==> src/rtl/reg_debug_access_pkg.sv <==
// Shared encodings for the debug register-file initiator: command ops, FSM states
// and the default widths of the core register file.
package reg_debug_access_pkg;

  localparam int DATA_W_DEF = 32;
  localparam int ADDR_W_DEF = 5;

  typedef enum logic [1:0] {
    OP_READ    = 2'b00,
    OP_WRITE   = 2'b01,
    OP_DUMP    = 2'b10,
    OP_ILLEGAL = 2'b11
  } op_t;

  typedef enum logic [2:0] {
    ST_IDLE,
    ST_HALT_WAIT,
    ST_READ,
    ST_WRITE,
    ST_DUMP,
    ST_RSP
  } state_t;

endpackage

==> src/rtl/reg_debug_halt_timer.sv <==
// Loadable down-counter bounding how long we wait for the core to acknowledge a halt.
// TIMEOUT = 0 disables expiry entirely.
module reg_debug_halt_timer #(
  parameter int TIMEOUT = 255
) (
  input  logic clk,
  input  logic rstn,
  input  logic load,
  input  logic en,
  output logic expired
);

  localparam int CW = $clog2(TIMEOUT + 2);

  logic [CW-1:0] count_reg;

  always_ff @(posedge clk or negedge rstn) begin
    if (!rstn) begin
      count_reg <= '0;
    end else if (load) begin
      count_reg <= CW'(TIMEOUT);
    end else if (en && (count_reg != '0)) begin
      count_reg <= count_reg - CW'(1);
    end
  end

  // Loaded with TIMEOUT, so zero is reached after TIMEOUT waiting cycles.
  assign expired = (TIMEOUT != 0) && (count_reg == '0);

endmodule

==> src/rtl/reg_debug_access.sv <==
// Debug-side initiator for the core register file: halts the core, then performs
// single reads, writes or a full register dump and returns results on a response channel.
module reg_debug_access
  import reg_debug_access_pkg::*;
#(
  parameter int DATA_W       = DATA_W_DEF,
  parameter int ADDR_W       = ADDR_W_DEF,
  parameter int NUM_REGS     = 32,
  parameter int HALT_TIMEOUT = 255
) (
  input  logic              clk,
  input  logic              rstn,
  input  logic              cmd_valid,
  output logic              cmd_ready,
  input  logic [1:0]        cmd_op,
  input  logic [ADDR_W-1:0] cmd_addr,
  input  logic [DATA_W-1:0] cmd_wdata,
  output logic              rsp_valid,
  input  logic              rsp_ready,
  output logic [DATA_W-1:0] rsp_data,
  output logic [ADDR_W-1:0] rsp_addr,
  output logic              rsp_last,
  output logic              rsp_err,
  output logic              halt_req,
  input  logic              halt_ack,
  output logic [ADDR_W-1:0] rf_read_reg,
  input  logic [DATA_W-1:0] rf_read_data,
  output logic              rf_write_en,
  output logic [ADDR_W-1:0] rf_write_reg,
  output logic [DATA_W-1:0] rf_data_write
);

  state_t            state, state_next;
  op_t               op_reg;
  logic [ADDR_W-1:0] addr_reg;
  logic [DATA_W-1:0] wdata_reg;
  logic [ADDR_W-1:0] idx_reg;
  logic              cmd_ready_reg;
  logic              halt_req_reg;
  logic [DATA_W-1:0] rsp_data_reg;
  logic [ADDR_W-1:0] rsp_addr_reg;
  logic              rsp_last_reg;
  logic              rsp_err_reg;

  logic accept, cmd_bad, dump_more;
  logic timer_load, timer_en, timer_expired;

  assign accept    = (state == ST_IDLE) && cmd_valid && cmd_ready_reg;
  assign cmd_bad   = (cmd_op == OP_ILLEGAL) || ((cmd_op == OP_WRITE) && (cmd_addr == '0));
  assign dump_more = (op_reg == OP_DUMP) && !rsp_last_reg && !rsp_err_reg;

  reg_debug_halt_timer #(
    .TIMEOUT (HALT_TIMEOUT)
  ) u_halt_timer (
    .clk     (clk),
    .rstn    (rstn),
    .load    (timer_load),
    .en      (timer_en),
    .expired (timer_expired)
  );

  always_ff @(posedge clk or negedge rstn) begin
    if (!rstn) begin
      state <= ST_IDLE;
    end else begin
      state <= state_next;
    end
  end

  always_comb begin
    state_next    = state;
    timer_load    = 1'b0;
    timer_en      = 1'b0;
    rf_read_reg   = '0;
    rf_write_en   = 1'b0;
    rf_write_reg  = '0;
    rf_data_write = '0;
    case (state)
      ST_IDLE: begin
        if (accept) begin
          state_next = cmd_bad ? ST_RSP : ST_HALT_WAIT;
          timer_load = !cmd_bad;
        end
      end
      ST_HALT_WAIT: begin
        if (halt_ack) begin
          case (op_reg)
            OP_READ:  state_next = ST_READ;
            OP_WRITE: state_next = ST_WRITE;
            default:  state_next = ST_DUMP;
          endcase
        end else if (timer_expired) begin
          state_next = ST_RSP;
        end else begin
          timer_en = 1'b1;
        end
      end
      ST_READ: begin
        rf_read_reg = addr_reg;
        state_next  = ST_RSP;
      end
      ST_WRITE: begin
        rf_write_en   = 1'b1;
        rf_write_reg  = addr_reg;
        rf_data_write = wdata_reg;
        state_next    = ST_RSP;
      end
      ST_DUMP: begin
        // Core resumed mid-dump: re-arm the halt wait without touching the register file.
        if (!halt_ack) begin
          state_next = ST_HALT_WAIT;
          timer_load = 1'b1;
        end else begin
          rf_read_reg = idx_reg;
          state_next  = ST_RSP;
        end
      end
      ST_RSP: begin
        if (rsp_ready) begin
          state_next = dump_more ? ST_DUMP : ST_IDLE;
        end
      end
      default: state_next = ST_IDLE;
    endcase
  end

  always_ff @(posedge clk or negedge rstn) begin
    if (!rstn) begin
      op_reg        <= OP_READ;
      addr_reg      <= '0;
      wdata_reg     <= '0;
      idx_reg       <= '0;
      cmd_ready_reg <= 1'b0;
      halt_req_reg  <= 1'b0;
      rsp_data_reg  <= '0;
      rsp_addr_reg  <= '0;
      rsp_last_reg  <= 1'b0;
      rsp_err_reg   <= 1'b0;
    end else begin
      cmd_ready_reg <= (state_next == ST_IDLE);
      case (state)
        ST_IDLE: begin
          if (accept) begin
            op_reg    <= op_t'(cmd_op);
            addr_reg  <= cmd_addr;
            wdata_reg <= cmd_wdata;
            idx_reg   <= '0;
            if (cmd_bad) begin
              rsp_err_reg  <= 1'b1;
              rsp_data_reg <= '0;
              rsp_addr_reg <= cmd_addr;
              rsp_last_reg <= 1'b1;
            end else begin
              halt_req_reg <= 1'b1;
              rsp_err_reg  <= 1'b0;
            end
          end
        end
        ST_HALT_WAIT: begin
          if (!halt_ack && timer_expired) begin
            rsp_err_reg  <= 1'b1;
            rsp_data_reg <= '0;
            rsp_addr_reg <= (op_reg == OP_DUMP) ? idx_reg : addr_reg;
            rsp_last_reg <= 1'b1;
          end
        end
        ST_READ: begin
          rsp_data_reg <= rf_read_data;
          rsp_addr_reg <= addr_reg;
          rsp_last_reg <= 1'b1;
          rsp_err_reg  <= 1'b0;
        end
        ST_WRITE: begin
          rsp_data_reg <= wdata_reg;
          rsp_addr_reg <= addr_reg;
          rsp_last_reg <= 1'b1;
          rsp_err_reg  <= 1'b0;
        end
        ST_DUMP: begin
          if (halt_ack) begin
            rsp_data_reg <= rf_read_data;
            rsp_addr_reg <= idx_reg;
            rsp_last_reg <= (idx_reg == ADDR_W'(NUM_REGS - 1));
            rsp_err_reg  <= 1'b0;
          end
        end
        ST_RSP: begin
          if (rsp_ready) begin
            if (dump_more) begin
              idx_reg <= idx_reg + ADDR_W'(1);
            end else begin
              halt_req_reg <= 1'b0;
            end
          end
        end
        default: ;
      endcase
    end
  end

  assign cmd_ready = cmd_ready_reg;
  assign halt_req  = halt_req_reg;
  assign rsp_valid = (state == ST_RSP);
  assign rsp_data  = rsp_data_reg;
  assign rsp_addr  = rsp_addr_reg;
  assign rsp_last  = rsp_last_reg;
  assign rsp_err   = rsp_err_reg;

endmodule

==> config.mk <==
export PLATFORM = sky130hd
export DESIGN_NAME = reg_debug_access
export DESIGN_NICKNAME = d
export VERILOG_FILES = /design/src/rtl/reg_debug_access_pkg.sv /design/src/rtl/reg_debug_halt_timer.sv /design/src/rtl/reg_debug_access.sv
export SDC_FILE = /design/constraint.sdc
export NUM_CORES = 1
export LEC_CHECK = 0
export BUFFER_PORTS_ARGS = -buffer_cell sky130_fd_sc_hd__buf_2
export CAP_MARGIN = 25
export CORE_ASPECT_RATIO = 1.4
export CORE_UTILIZATION = 52
export DETAILED_ROUTE_END_ITERATION = 12
export PLACE_DENSITY_LB_ADDON = 0.2
export SLEW_MARGIN = 20
export SYNTH_ARGS = -nofsm -noshare
export SYNTH_HDL_FRONTEND = slang
export SYNTH_SLANG_ARGS = --single-unit
==> constraint.sdc <==
create_clock -name clk -period 3.31 [get_ports clk]
set_clock_uncertainty 0.2 [all_clocks]
set_input_delay 0.993 -clock clk [delete_from_list [all_inputs] [get_ports clk]]
set_output_delay 0.993 -clock clk [all_outputs]
set_load 0.02 [all_outputs]
==> results by group <==
CTS
  • Max Buffers Root-to-Sink: 2
  • Total of hold buffers inserted after clock tree synthesis: 0
  • Root buffer selected by CTS: sky130_fd_sc_hd__clkbuf_16
  • Number of clock buffers inserted by TritonCTS: 9
  • H-tree depth reported by CTS: 3
  • Clock insertion delay at the later pin of the skew report: 0.35 ns
  • Postcts setup bufs: 0
  • Post-cts resize count: 0
  • Clock input transition at the sequential cells of the worst setup and hold paths: 0.07 ns
  • Clock tree from TritonCTS: built
  • Number of clock sinks: 97

Routing
  • Number of vias in the routed layout: 4,869
  • Number of DRC violations after detailed routing: 0
  • Antenna violation net count after detailed routing: 0
  • Via density: 5.76
  • Met3 Wirelength: 701 um
  • Top layer reached by signal wires: met4
  • First-iteration detailed-routing DRC count: 278
  • Average wire per standard cell: 17.4 um
  • Total detailed-routing wirelength: 14,700 um
  • Met2 wire length: 7580 um
  • Wire length on met1: 6070 um
  • 1st-pass router iterations: 6

Setup path
  • CP Data Arrival Time: 1.95 ns
  • R2R Setup Slk: 0.56 ns
  • Critical path's largest stage delay: 0.66 ns
  • Critical-path cell list: nor2b_2, buf_4, and3_1, buf_2
  • Highest fanout seen on the critical path: 25
  • Cell depth of the worst flop-to-flop path: 6
  • Crit start category: register
  • Crit-path slowest cell: sky130_fd_sc_hd__dfrtp_1
  • Required time of the worst setup path: 2.12 ns
  • Kind of cell with the highest combined delay on the critical path: flip-flops
  • Stages on the worst setup path: 4
  • Start-to-end type of the worst setup path: reg2out
  • CP bufs+invs: 2
  • Critical Path End Type: output pin

Worst hold path
  • Min-Delay Path Depth: 2
  • Worst min-delay path category: reg2reg

Floorplanning
  • Row Count: 43
  • Core Area: 0.0100 sq mm
  • Initial core utilization: 54.2%
  • Width of the die: 88.3 um
  • Die outline height: 123 um
  • Number of primary I/O pins: 161
  • Die Area: 0.0109 sq mm

Place
  • Post-DP Area: 0.00638 sq mm
  • I/O Buffers: 160
  • Gpl congestion: 0.881
  • Cell count after placement: 830
  • Dpl hpwl: 10,400 um

Synthesis
  • Synthesized instance count: 561
  • Sequential fraction of the synthesis area: 44.7%
  • Share of synthesized flip-flops with an asynchronous set or reset: 100%
  • Main flop type after synthesis: sky130_fd_sc_hd__dfrtp_1
  • Number of synthesized register bits: 97
  • Yosys warning total: 0
  • Syn Std Cell Area: 0.00543 sq mm
  • Synthesized-area fraction occupied by adder cells: 0.922%
  • Largest family of logic cells by synthesized area: simple AND/OR/NAND/NOR gates
  • Post-synth EDFFs: 0
  • Syn avg cell area: 9.67 sq um
  • Post-synthesis mux area share: 14.8%
  • Share of synthesized cell area in and, or, nand and nor gates: 19.5%
  • Xor and xnor fraction of the mapped netlist area: 0.807%
  • Mapped Nets: 641
  • Number of distinct library cells after synthesis: 54
  • Post-synthesis compound-gate area fraction: 12.5%

Timing
  • Upper clock frequency limit: 318 MHz
  • Worst-case headroom to the max-slew limit: 52.3%
  • Final TNS setup: 0 ns
  • Final setup violation count: 0
  • Setup repair after global routing missed its margin: no
  • Crit share post-route: 95.0%
  • Final number of max-transition violations: 0
  • Hold Fails Final Rpt: 0
  • Slew at the pin closest to its max-slew limit: 0.715 ns
  • Shortest period the worst path allows: 3.14 ns

Finish
  • Most common cell after layout, fill and taps aside: sky130_fd_sc_hd__buf_2
  • Layout net count: 786
  • Design Area, Final: 0.00668 sq mm
  • Final non-filler cell total: 845
  • Layout-stage area growth over the synthesis result: 23.0%
  • Fraction of final layout cells with drive strength greater than 1: 33.1%
  • Filler cells: 886
  • Commonest non-fill, non-tap cells in the layout: sky130_fd_sc_hd__buf_2 (159), sky130_fd_sc_hd__nand2_1 (128), sky130_fd_sc_hd__dfrtp_1 (96)
  • ANT cells: 0

GRT
  • Gr ovfl total: 0
  • Antenna violations before repair: 0
  • Global-route usage over all layers: 27.9%
  • Vias in the first global route: 4,880
  • First-pass GRT wire length: 23,200 um
  • Maximum number of pins on one net before global-route repair: 60

Outcome
  • Result of the run: complete, no violations

Run
  • Max-capacitance violation count: 0

Power and ir drop
  • Peak VDD IR: 0.479 mV
  • Power density normalized to cell area: 950 mW/mm^2
  • Cell leakage power: 3.73 nW
-- per-layer routing --
metal / track usage, % / vias up
met5: 0 / -
met4: 11.7 / 0
met3: 4.37 / 29
met2: 47.2 / 179
met1: 35.2 / 2400
li1: - / 2261
-- cell usage after synthesis, types with 3 or more instances --
master | count | area share [%]
sky130_fd_sc_hd__o31ai_1 | 7 | 0.97
sky130_fd_sc_hd__clkbuf_1 | 35 | 2.4
sky130_fd_sc_hd__mux2i_1 | 33 | 6.1
sky130_fd_sc_hd__buf_1 | 4 | 0.28
sky130_fd_sc_hd__buf_12 | 3 | 1.1
sky130_fd_sc_hd__nor2_1 | 12 | 0.83
sky130_fd_sc_hd__inv_1 | 38 | 2.6
sky130_fd_sc_hd__o32ai_1 | 32 | 5.2
sky130_fd_sc_hd__and3_1 | 40 | 4.6
sky130_fd_sc_hd__a21oi_1 | 4 | 0.37
sky130_fd_sc_hd__dfrtp_1 | 97 | 45
sky130_fd_sc_hd__xor2_1 | 3 | 0.48
sky130_fd_sc_hd__nand3_1 | 8 | 0.74
sky130_fd_sc_hd__nor2b_1 | 4 | 0.46
sky130_fd_sc_hd__nor3_1 | 5 | 0.46
sky130_fd_sc_hd__nand2b_1 | 4 | 0.46
sky130_fd_sc_hd__mux2_4 | 30 | 8.3
sky130_fd_sc_hd__o21ai_0 | 19 | 1.8
sky130_fd_sc_hd__a222oi_1 | 5 | 0.92
sky130_fd_sc_hd__a32oi_1 | 5 | 0.81
sky130_fd_sc_hd__nand2_1 | 128 | 8.9
sky130_fd_sc_hd__ha_1 | 4 | 0.92
-- through the flow --
| stage | utilization (%) | hold slack (ns) | total power, mW | worst slack (ns) |
|---|---|---|---|---|
| CTS | 66.7 | 0.301 | 6.36 | 0.182 |
| detailed placement | 63.8 | 0.285 | 5.29 | 0.187 |
| floorplan | - | 0.260 | 4.39 | 0.353 |
| finish | 66.7 | 0.300 | 6.34 | 0.166 |
| global route | 66.7 | 0.317 | 6.73 | 0.0792 |
| global placement | 63.8 | 0.278 | 5.19 | 0.222 |
-- power breakdown --
| group | leakage, nW | internal, mW | switching, mW | total, mW |
|---|---|---|---|---|
| combinational | 2.34 | 1.32 | 1.70 | 3.03 |
| sequential | 1.25 | 1.72 | 0.547 | 2.26 |
| clock | 0.148 | 0.620 | 0.431 | 1.05 |
| total | 3.73 | 3.66 | 2.68 | 6.34 |
-- tightest hold or removal path: stages, from the launching register on --
cell,delay (ns)
sky130_fd_sc_hd__dfrtp_1,0.36
sky130_fd_sc_hd__nand2_1,0.05
sky130_fd_sc_hd__nand2_1,0.06
-- final timing paths --
kind,startpoint,endpoint
worst max-delay path,state[1]$_DFF_PN0_,rf_data_write[4]
worst min-delay path,wdata_reg[19]$_DFFE_PN0P_,wdata_reg[19]$_DFFE_PN0P_
worst max register to register,state[0]$_DFF_PN0_,u_halt_timer.count_reg[7]$_DFFE_PN0P_
worst min register to register,wdata_reg[19]$_DFFE_PN0P_,wdata_reg[19]$_DFFE_PN0P_
max in group asynchronous,rstn,state[0]$_DFF_PN0_
min in group asynchronous,rstn,rsp_addr[3]$_DFFE_PN0P_
-- layout make-up --
| cell class | instances | area, sq um | area share (%) |
|---|---|---|---|
| clock buffers | 12 | 256 | 3.84 |
| clock inverters | 3 | 40.0 | 0.600 |
| inverters | 38 | 143 | 2.14 |
| multi-input cells | 382 | 2650 | 39.7 |
| flip-flops and latches | 97 | 2430 | 36.4 |
| well taps | 135 | 169 | 2.53 |
| repair buffers | 178 | 988 | 14.8 |
-- logic make-up after synthesis --
logic type,count (synthesis)
fa+ha+maj,4
simple gates,219
flops,97
mux,65
compound gates,89
buf+inv,82
xor+xnor,5
Note: power is estimated with default switching activity, not from simulation.
